$ cat src/rtl/event_serializer_pkg.sv
// Shared record layout and FSM encodings for the event serializer.
package event_serializer_pkg;

  localparam int REC_W = 16;
  localparam int UID_W = 4;
  localparam int EVT_W = 2;
  localparam int TS_W  = 9;

  typedef enum logic {
    S_IDLE,
    S_SCAN
  } scan_state_t;

  typedef enum logic [1:0] {
    T_IDLE,
    T_HI,
    T_LO
  } tx_state_t;

  // Record = {unit_id, event, spike, timestamp}
  function automatic logic [REC_W-1:0] make_record(input logic [UID_W-1:0] uid,
                                                   input logic [EVT_W-1:0] evt,
                                                   input logic             spk,
                                                   input logic [TS_W-1:0]  ts);
    return {uid, evt, spk, ts};
  endfunction

endpackage

$ cat src/rtl/event_fifo.sv
// Synchronous record FIFO; pushes while full and pops while empty are ignored.
module event_fifo #(
  parameter int WIDTH = 16,
  parameter int DEPTH = 8
) (
  input  logic                     clk,
  input  logic                     rst,
  input  logic                     push,
  input  logic                     pop,
  input  logic [WIDTH-1:0]         din,
  output logic [WIDTH-1:0]         dout,
  output logic                     full,
  output logic                     empty,
  output logic [$clog2(DEPTH):0]   level
);

  localparam int AW = $clog2(DEPTH);

  logic [WIDTH-1:0] mem [DEPTH];
  logic [AW-1:0]    wptr;
  logic [AW-1:0]    rptr;
  logic             do_push;
  logic             do_pop;

  assign full    = (level == (AW+1)'(DEPTH));
  assign empty   = (level == '0);
  assign do_push = push && !full;
  assign do_pop  = pop && !empty;
  assign dout    = mem[rptr];

  always_ff @(posedge clk) begin
    if (do_push) mem[wptr] <= din;
  end

  // Power-of-two depth lets the pointers wrap by natural overflow.
  always_ff @(posedge clk) begin
    if (rst) begin
      wptr  <= '0;
      rptr  <= '0;
      level <= '0;
    end else begin
      if (do_push) wptr <= wptr + AW'(1);
      if (do_pop)  rptr <= rptr + AW'(1);
      case ({do_push, do_pop})
        2'b10:   level <= level + (AW+1)'(1);
        2'b01:   level <= level - (AW+1)'(1);
        default: ;
      endcase
    end
  end

endmodule

$ cat src/rtl/event_serializer.sv
// Snapshots per-unit spike/event flags per frame, packs active units into
// timestamped 16-bit records and streams them out MSB byte first.
//
// state  | meaning
// S_IDLE | waiting for sample_valid
// S_SCAN | walking the snapshot, one unit per cycle
// T_IDLE | no record held, nothing presented
// T_HI   | presenting hold[15:8]
// T_LO   | presenting hold[7:0]
module event_serializer
  import event_serializer_pkg::*;
#(
  parameter int NUM_UNITS  = 2,
  parameter int FIFO_DEPTH = 8,
  parameter int TS_WIDTH   = 9
) (
  input  logic                          clk,
  input  logic                          rst,
  input  logic [NUM_UNITS-1:0]          spike_detection_array,
  input  logic [2*NUM_UNITS-1:0]        event_out_array,
  input  logic                          sample_valid,
  output logic [7:0]                    out_data,
  output logic                          out_valid,
  input  logic                          out_ready,
  output logic [$clog2(FIFO_DEPTH):0]   fifo_level,
  output logic                          overflow,
  output logic                          frame_drop
);

  localparam int IW = (NUM_UNITS > 1) ? $clog2(NUM_UNITS) : 1;

  scan_state_t         scan_state, scan_next;
  tx_state_t           tx_state, tx_next;
  logic [TS_WIDTH-1:0] ts, snap_ts;
  logic                snap_spk [NUM_UNITS];
  logic [EVT_W-1:0]    snap_evt [NUM_UNITS];
  logic [IW-1:0]       idx;
  logic                scan_last, unit_active, push_req;
  logic                fifo_push, fifo_pop, fifo_full, fifo_empty;
  logic [REC_W-1:0]    rec, fifo_dout, hold;

  assign scan_last   = (idx == IW'(NUM_UNITS - 1));
  assign unit_active = snap_spk[idx] | (snap_evt[idx] != '0);
  assign rec         = make_record(UID_W'(idx), snap_evt[idx], snap_spk[idx], snap_ts);
  assign push_req    = (scan_state == S_SCAN) && unit_active;
  assign fifo_push   = push_req && !fifo_full;

  always_ff @(posedge clk) begin
    if (rst) scan_state <= S_IDLE;
    else     scan_state <= scan_next;
  end

  always_comb begin
    scan_next = scan_state;
    case (scan_state)
      S_IDLE:  if (sample_valid) scan_next = S_SCAN;
      S_SCAN:  if (scan_last) scan_next = S_IDLE;
      default: scan_next = S_IDLE;
    endcase
  end

  always_ff @(posedge clk) begin
    if (rst) begin
      ts         <= '0;
      snap_ts    <= '0;
      idx        <= '0;
      overflow   <= 1'b0;
      frame_drop <= 1'b0;
      for (int i = 0; i < NUM_UNITS; i++) begin
        snap_spk[i] <= 1'b0;
        snap_evt[i] <= '0;
      end
    end else begin
      if (sample_valid) ts <= ts + TS_WIDTH'(1);
      if (scan_state == S_IDLE && sample_valid) begin
        snap_ts <= ts;
        idx     <= '0;
        for (int i = 0; i < NUM_UNITS; i++) begin
          snap_spk[i] <= spike_detection_array[i];
          snap_evt[i] <= event_out_array[2*i +: 2];
        end
      end else if (scan_state == S_SCAN) begin
        idx <= idx + IW'(1);
      end
      if (sample_valid && scan_state == S_SCAN) frame_drop <= 1'b1;
      if (push_req && fifo_full) overflow <= 1'b1;
    end
  end

  event_fifo #(
    .WIDTH (REC_W),
    .DEPTH (FIFO_DEPTH)
  ) u_fifo (
    .clk   (clk),
    .rst   (rst),
    .push  (fifo_push),
    .pop   (fifo_pop),
    .din   (rec),
    .dout  (fifo_dout),
    .full  (fifo_full),
    .empty (fifo_empty),
    .level (fifo_level)
  );

  // Popping from T_LO refills hold in the same cycle the low byte is taken.
  assign fifo_pop = !fifo_empty &&
                    ((tx_state == T_IDLE) || (tx_state == T_LO && out_ready));

  always_ff @(posedge clk) begin
    if (rst) begin
      tx_state <= T_IDLE;
      hold     <= '0;
    end else begin
      tx_state <= tx_next;
      if (fifo_pop) hold <= fifo_dout;
    end
  end

  always_comb begin
    tx_next = tx_state;
    case (tx_state)
      T_IDLE:  if (!fifo_empty) tx_next = T_HI;
      T_HI:    if (out_ready) tx_next = T_LO;
      T_LO:    if (out_ready) tx_next = fifo_empty ? T_IDLE : T_HI;
      default: tx_next = T_IDLE;
    endcase
  end

  always_comb begin
    out_valid = 1'b0;
    out_data  = 8'h00;
    case (tx_state)
      T_HI: begin
        out_valid = 1'b1;
        out_data  = hold[15:8];
      end
      T_LO: begin
        out_valid = 1'b1;
        out_data  = hold[7:0];
      end
      default: ;
    endcase
  end

endmodule

$ cat config.mk
export PLATFORM = sky130hd
export DESIGN_NAME = event_serializer
export DESIGN_NICKNAME = d
export VERILOG_FILES = /design/src/rtl/event_serializer_pkg.sv /design/src/rtl/event_fifo.sv /design/src/rtl/event_serializer.sv
export SDC_FILE = /design/constraint.sdc
export NUM_CORES = 1
export LEC_CHECK = 0
export BUFFER_PORTS_ARGS = -buffer_cell sky130_fd_sc_hd__buf_2
export CAP_MARGIN = 30
export CORE_AREA = 5 5 132 134
export DETAILED_ROUTE_END_ITERATION = 16
export DIE_AREA = 0 0 137 139
export GPL_TIMING_DRIVEN = 0
export PLACE_DENSITY = 0.55
export SLEW_MARGIN = 20
export SYNTH_ARGS = -nofsm -noshare
export SYNTH_HDL_FRONTEND = slang
export SYNTH_SLANG_ARGS = --single-unit
$ cat constraint.sdc
create_clock -name clk -period 3.2 [get_ports clk]
set_input_delay 0.64 -clock clk [delete_from_list [all_inputs] [get_ports clk]]
set_output_delay 0.64 -clock clk [all_outputs]
set_load 0.03 [all_outputs]
==> metrics.cfg <==
[outcome]
outcome=complete, no violations

[logic_synthesis]
syn-num-nets=416
yosys-top-cells-area=edfxtp_1 (53%), dfxtp_1 (15%), mux4_2 (9.3%)
ys_ff_latch=158
synth_area_um2=6280
synthFlopType=edfxtp_1
synth_edf_count=110
syn_avg_cell_area_um2=15.9
yosys.area.top_type=edfxtp_1
postSynth.asyncResetShare_pct=0
yosysMostFrequentCell=edfxtp_1
yosysUniqueCellTypes=50
synth_common_cells=edfxtp_1 (110), dfxtp_1 (48), nor2_1 (27)
ys_seq_area_share_pct=67.8
synth_top_cell_area_share_pct=52.6
ys_warn_count=0
syn_inst=395

[final_layout]
design_area_um2=7420
final_cells=680
fin_nets=468
insertedDiodeCount=0
area_growth_pct=18.1
drive_gt1_share_pct=29.3

[timing]
finalCritPeriodShare_pct=93.3
slew-limit-headroom_pct=42.5
rsz0062_at_grt=false
finalWorstSetupSlack_ns=0.215
fin_crit_ns=2.98
fmax_mhz=335
finalHoldViolCount=0
setup_viol=0
drv_slew=0
holdWs_ns=0.488
worst_pin_slew_ns=0.863
finClkSkew_ns=0.00818

[power]
seqPwrFrac_pct=38.6
irDropWorstVdd_mv=0.408
p_clk_share_pct=34.2
power_frac_comb_pct=27.2
powerDensity_nw_per_um2=862
p_leak_nw=2.53
power.switching_mw=1.90
intPower_mw=4.50
finalPower_mw=6.40
swShare_pct=29.6

[setup_path]
cp.required_ns=3.54
arrival_ns=3.32
cp_max_fo=10
setup.worst_path.start_class=flop
crit_type=reg2reg
endpoint_kind=flop

[placement]
placed_area_um2=6780
place_ws_ns=0.254
place_inst=648
globalplace.congestion=0.730
dp_hpwl_mm=8.80
port_buffers=23

[detailed_routing]
dr.pass1.iters=4
wl_per_cell_um=18.3
drt_iter0_drc=212
ant_nets=0
drt_wl_total_mm=12.5
drc=0
viasPerCell=5.03
vias=3423

[clock_tree]
root_buffer=clkbuf_16
cts_max_level=4
ctsResizeCount=0
cts_made_buffers=17
clk_latency_ns=0.42
clk_pin_slew_ns=0.06
cts_setup_buffers=0
cts_hold_buf=0
cts_sinks=158
cts_tree=done
ctsLongestPathBuffers=2

[global_route]
grt_pass1_wl_mm=19.9
grt_overflow=0
grt_max_degree=17
antenna_found_initial=0
grt_pass1_vias=3476
grt.total_usage_pct=14.3

[floorplanning]
core_area_um2=16200
dieArea_um2=19000
initial_utilization_pct=38.9
die_y_um=139
rows=47
fp.dieW_um=137
pin_count=25

[flow_run]
maxCapViolCount=0

[hold_path]
holdCritPathClass=reg2reg

-- worst paths after layout --
check | end | slack, ns | start | depth (start not counted)
max | u_fifo.level[3] | 0.22 | u_fifo.level[0] | 8
min | frame_drop | 0.49 | frame_drop | 2
max reg2reg | u_fifo.level[3] | 0.22 | u_fifo.level[0] | 8
min reg2reg | frame_drop | 0.49 | frame_drop | 2
-- final cells by class --
| type | instances | area (um^2) |
|---|---|---|
| multi-input cells | 206 | 1890 |
| flip-flops and latches | 158 | 4260 |
| clock buffers | 18 | 429 |
| clock inverters | 14 | 215 |
| plain buffers | 21 | 131 |
| well taps | 220 | 275 |
| repair buffers | 33 | 179 |
| fillers | 1424 | 8750 |
| inverters | 10 | 37.5 |
-- routing by layer --
metal | track usage (%) | routed length, um | vias up
li1 | - | - | 1632
met1 | 20.1 | 5660 | 1694
met2 | 21.1 | 5790 | 78
met3 | 4.17 | 780 | 19
met4 | 4.99 | 239 | 0
met5 | 0 | 0 | -
-- power by group through the flow --
stage | Clock (mW) | Sequential, mW | Combinational, mW
6_report | 2.19 | 2.47 | 1.74
5_1_grt | 2.32 | 2.50 | 1.91
4_1_cts | 2.23 | 2.47 | 1.77
3_5_place_dp | 0 | 2.52 | 1.76
3_3_place_gp | 0 | 2.52 | 1.73
2_1_floorplan | 0 | 2.53 | 1.34
-- cell usage in the layout, fill, tap and decap left out, drive strengths merged, types with 10 or more instances in the layout --
cell type and instances:
nor2 36, dfxtp 48, a21oi 13, buf 44
edfxtp 110, ha 10, nor3 17, inv 11
o22ai 13, mux4 26, clkbuf 28, and2 10
-- logic make-up after synthesis --
| family | after synthesis | share of synthesized area (%) |
|---|---|---|
| flops | 158 | 67.8 |
| buf+inv | 31 | 2.69 |
| fa+ha+maj | 11 | 2.31 |
| mux | 33 | 10.5 |
| simple gates | 101 | 9.85 |
| xor+xnor | 11 | 1.53 |
| compound gates | 50 | 5.28 |
-- state kept, by name, indices dropped and copies added, names as in the netlist, 2 cells and up, named ones only --
name,cells
u_fifo.level,4
tx_state,2
ts,9
u_fifo.rptr,3
snap_spk,2
hold,13
u_fifo.wptr,3
u_fifo.mem,104
snap_evt,4
snap_ts,9
-- stage by stage --
step,util (%),setup TNS [ns]
4_1_cts,45.9,0
2_1_floorplan,-,0
3_5_place_dp,41.9,0
3_3_place_gp,41.3,-49.67
6_report,45.9,0
5_1_grt,45.9,0
-- critical path, cell delays in order, from the launching register on --
cell      delay, ns
dfxtp_1        0.36
nor4b_1        0.76
nand4b_4       0.39
ha_1           0.24
ha_1           0.28
a21oi_1        0.17
a21oi_1        0.10
or4_1          0.46
a21oi_1        0.14
No activity file was read; power rests on OpenSTA's default activity.
